## src/rtl/bm_rd.sv

```systemverilog
// Bitmap byte reader: bursts bm_req for pack_len*4 cycles and repacks bm_q MSB-first into 32-bit words.
// First word RD_LAT+5 cycles after the accepted start; no backpressure, pack_start is dropped while busy.
module bm_rd #(
   parameter int LEN_W  = 13,
   parameter int RD_LAT = 2
) (
   input  logic             clk_sys,
   input  logic             rst_n,
   input  logic             pack_start,
   input  logic [LEN_W-1:0] pack_len,
   output logic             bm_req,
   input  logic [7:0]       bm_q,
   output logic [31:0]      pk_data,
   output logic             pk_vld,
   output logic             pk_sop,
   output logic             pk_eop,
   output logic             busy,
   output logic             done
);

   typedef enum logic [1:0] {IDLE, REQ, DRAIN, DONE} state_t;

   state_t            state;
   logic [LEN_W+1:0]  byte_cnt;
   logic [LEN_W-1:0]  len_q;
   logic [LEN_W-1:0]  word_cnt;
   logic [1:0]        lane;
   logic [23:0]       acc;
   logic [RD_LAT-1:0] req_pipe;
   logic              byte_vld;
   logic              accept;

   assign byte_vld = req_pipe[RD_LAT-1];
   // busy stays high through the done cycle, so a start there is dropped
   assign accept   = (state == IDLE) && !busy && pack_start;

   always_ff @(posedge clk_sys or negedge rst_n) begin
      if (!rst_n) begin
         state    <= IDLE;
         byte_cnt <= '0;
         len_q    <= '0;
         bm_req   <= 1'b0;
         busy     <= 1'b0;
         done     <= 1'b0;
      end else begin
         done <= 1'b0;
         case (state)
            IDLE: begin
               if (busy) begin
                  busy <= 1'b0;
               end
               if (accept) begin
                  busy  <= 1'b1;
                  len_q <= pack_len;
                  if (pack_len != '0) begin
                     byte_cnt <= {pack_len, 2'b00};
                     bm_req   <= 1'b1;
                     state    <= REQ;
                  end else begin
                     state <= DONE;
                  end
               end
            end
            REQ: begin
               // the buffer rewinds when bm_req falls, so it only drops after the last byte
               byte_cnt <= byte_cnt - (LEN_W+2)'(1);
               if (byte_cnt == (LEN_W+2)'(1)) begin
                  bm_req <= 1'b0;
                  state  <= DRAIN;
               end
            end
            DRAIN: begin
               if (req_pipe == '0 && lane == 2'd0) begin
                  state <= DONE;
               end
            end
            DONE: begin
               done  <= 1'b1;
               state <= IDLE;
            end
            default: state <= IDLE;
         endcase
      end
   end

   generate
      if (RD_LAT == 1) begin : g_pipe1
         always_ff @(posedge clk_sys or negedge rst_n) begin
            if (!rst_n) begin
               req_pipe <= '0;
            end else begin
               req_pipe <= bm_req;
            end
         end
      end else begin : g_pipen
         always_ff @(posedge clk_sys or negedge rst_n) begin
            if (!rst_n) begin
               req_pipe <= '0;
            end else begin
               req_pipe <= {req_pipe[RD_LAT-2:0], bm_req};
            end
         end
      end
   endgenerate

   always_ff @(posedge clk_sys or negedge rst_n) begin
      if (!rst_n) begin
         lane     <= 2'd0;
         word_cnt <= '0;
         acc      <= '0;
         pk_data  <= '0;
         pk_vld   <= 1'b0;
         pk_sop   <= 1'b0;
         pk_eop   <= 1'b0;
      end else begin
         pk_vld <= 1'b0;
         pk_sop <= 1'b0;
         pk_eop <= 1'b0;
         if (accept) begin
            lane     <= 2'd0;
            word_cnt <= '0;
         end else if (byte_vld) begin
            lane <= lane + 2'd1;
            case (lane)
               2'd0: acc[23:16] <= bm_q;
               2'd1: acc[15:8]  <= bm_q;
               2'd2: acc[7:0]   <= bm_q;
               2'd3: begin
                  pk_data  <= {acc, bm_q};
                  pk_vld   <= 1'b1;
                  pk_sop   <= (word_cnt == '0);
                  pk_eop   <= (word_cnt == len_q - LEN_W'(1));
                  word_cnt <= word_cnt + LEN_W'(1);
               end
               default: ;
            endcase
         end
      end
   end

endmodule

```

## config.mk

```make
export PLATFORM = sky130hd
export DESIGN_NAME = bm_rd
export DESIGN_NICKNAME = d
export VERILOG_FILES = /design/src/rtl/bm_rd.sv
export SDC_FILE = /design/constraint.sdc
export NUM_CORES = 1
export LEC_CHECK = 0
export ABC_AREA = 1
export CAP_MARGIN = 5
export CORE_MARGIN = 2
export CORE_UTILIZATION = 50
export DETAILED_ROUTE_END_ITERATION = 10
export PLACE_DENSITY_LB_ADDON = 0.2
export SLEW_MARGIN = 0
export SYNTH_ARGS = -nofsm -noshare
export SYNTH_HDL_FRONTEND = slang
export SYNTH_SLANG_ARGS = --single-unit
```

## constraint.sdc

```tcl
create_clock -name clk_sys -period 2.1 [get_ports clk_sys]
set_clock_uncertainty 0.15 [all_clocks]
set_input_delay 0.42 -clock clk_sys [delete_from_list [all_inputs] [get_ports clk_sys]]
set_output_delay 0.42 -clock clk_sys [all_outputs]
set_load 0.03 [all_outputs]
```

==> metrics.txt, run 1 <==
status completed; maxcap violations 0; largest net degree at the start of global routing 43; R2R cell count 10; Core Area 10300 um^2; endpoint class of the critical path output pin; Setup violations, final 0; nature of the critical path startpoint register; post-layout util 0.627; hold_sp req_pipe[0]; Via density 5.05; Synth Register Bits 109; port bufs 61; Final GP Congestion 0.888; most frequent cells in the layout 231 x nand2_1, 109 x dfrtp_1, 61 x inv_1; final cycle utilization of the critical path 0.964; TritonCTS Buffers 9; data required time of the critical path 1.53 ns; Syn Area/Cell 8.00 um^2; global route total overflow 0; diode count 0; Avg WL per Cell 13.3 um; maximum clock rate 494 MHz; CP Buf/Inv Count 1; CTS max path bufs 2; ys flop type dfrtp_1; Post-DRT Antenna Nets 0; CP Cell Sequence clkdlybuf4s50_1; Fin. Hold Viols 0; drt total wl 11800 um; DP Area 6250 um^2; CTS tree yes; DRC 0; Cell Area, Synth 5310 um^2; Multi-input gate area 2270 um^2; Worst-Margin Slew 0.503 ns; worst hold path depth 0; vias in the first global route 4295; Clk pin slew, worst setup/hold paths 0.11 ns; CTS sink cnt 109; Syn. warnings 0; fillers 892; Iter 0 DRT Violations 273; class of the most critical setup path reg2out; initial antenna violation count 0; Slew headroom 0.665; Final #Nets 786; Power Density 1480 nW/um^2; register area 2730 um^2; HP Class reg2reg; TritonRoute pass-1 iters 5; fraction of layout cells with a size suffix above 1 0.0863; Layout area overhead 21.9%; worst-path maximum fanout 3; Hold Path Sink req_pipe[1]; hpwl dp 8680 um; register area share after synthesis 0.513; die height 107 um; via count 4486; Worst R2R Setup Slack 0.13 ns; gr usage total 0.221; I/O pin cnt 62; Peak VDD IR 0.000679 V; Tmin final 2.03 ns; FF-to-FF End pk_eop; number of synthesized flops with an enable pin 0; hold slack 0.243 ns; leakage 0.00319 uW; cell area after layout 6470 um^2; CP max stage delay 0.68 ns; WP data arrival 1.46 ns; slowest CP cell clkdlybuf4s50_1; Die X-Extent 107 um; die area 11500 um^2; final-report max-slew violation count 0; num rows 37; syn nets 702; H-tree level count 3; Root Driver clkbuf_8; most common cell after layout, fill and taps aside nand2_1; Synth async-reset ratio 1.00; first-pass GRT wire length 20000 um; top cell family by delay on the critical path buffers and inverters; distinct cell type count after synthesis 37; worst r2r src len_q[0]; clk_lat worst skew 0.39 ns; Starting Density 0.515; Syn Inst Count 664
## metrics by stage
step | cells | power (uW) | setup WS [ns] | TNS [ns]
after floorplan | 664 | 6750 | 0.288 | 0
after global placement | 871 | 8200 | -0.0822 | -0.170
after detailed placement | 871 | 8340 | -0.0493 | -0.107
after CTS | 888 | 9600 | 0.0278 | 0
after global routing | 889 | 10400 | -0.0206 | -0.0206
final | 889 | 9590 | 0.0749 | 0
## Yosys cell counts (all sizes together), types with 5 or more instances
cell / n / area (um^2)
o211ai: 5 / 37.5
o21ai: 77 / 389
ha: 14 / 175
a21oi: 16 / 80.1
dfrtp: 109 / 2730
clkbuf: 7 / 26.3
nor3: 9 / 55.1
inv: 67 / 251
nand2: 234 / 886
buf: 11 / 63.8
nand4: 6 / 37.5
nand3: 22 / 110
xor2: 15 / 131
nor2: 54 / 213
## flip-flops by register name, indices dropped and copies added, names as in the netlist
signal / count
byte_cnt: 15
busy: 1
state: 2
bm_req: 1
lane: 2
pk_sop: 1
acc: 24
req_pipe: 2
pk_eop: 1
done: 1
pk_vld: 1
len_q: 13
word_cnt: 13
pk_data: 32
## logic make-up after synthesis
kind of cell,count (synthesis),share of synthesized area
xor+xnor,18,0.0297
buf+inv,85,0.0643
compound gates,106,0.106
simple gates,332,0.254
flops,109,0.513
fa+ha+maj,14,0.0330
## worst max path at each step
stage	start	endpoint	slack [ns]	cells after the start
3_5_place_dp	pack_start	word_cnt[8]	-0.05	9
4_1_cts	state[1]	acc[23]	0.03	8
5_1_grt	len_q[0]	pk_eop	-0.02	10
2_1_floorplan	state[0]	word_cnt[9]	0.29	10
6_report	bm_req	bm_req	0.07	1
3_3_place_gp	pack_start	pk_sop	-0.08	8
## final cells by class
| class | count | area share |
|---|---|---|
| Multi-Input combinational cell | 470 | 0.351 |
| Timing Repair Buffer | 91 | 0.135 |
| Sequential cell | 109 | 0.421 |
| Tap cell | 136 | 0.0263 |
| Clock buffer | 10 | 0.0197 |
| Clock inverter | 6 | 0.00870 |
| Inverter | 67 | 0.0388 |
## timing repair
action / CTS / global route
buffers inserted: 0 / 1
gates resized for setup: 4 / 5
pin swaps: 0 / 0
hold buffers: 1 / 0
hold endpoints to repair: 31 / 0
setup endpoints to repair: 4 / 25
## metal layers
metal,vias to the layer above,GRT usage,routed length (um)
li1,2274,-,-
met1,2082,0.299,5370
met2,115,0.363,5710
met3,15,0.0310,572
met4,0,0.0779,175
met5,-,0,0
## power breakdown
| part | switching [uW] | total, uW | internal, uW | leakage [uW] |
|---|---|---|---|---|
| clock | 771 | 1230 | 458 | 0.0000909 |
| combinational | 2900 | 4780 | 1880 | 0.00173 |
| sequential | 605 | 3580 | 2980 | 0.00137 |
Note: power is estimated with default switching activity, not from simulation.
==> run 2: changes to the inputs <==
--- a/config.mk
+++ b/config.mk
@@ -9,6 +9,8 @@
 export CAP_MARGIN = 5
 export CORE_MARGIN = 2
 export CORE_UTILIZATION = 50
+export CTS_CLUSTER_DIAMETER = 100
+export CTS_CLUSTER_SIZE = 8
 export DETAILED_ROUTE_END_ITERATION = 10
 export PLACE_DENSITY_LB_ADDON = 0.2
 export SLEW_MARGIN = 0
==> results of run 2 <==
The final DEF is identical to that of run 1; final timing and power are the same.
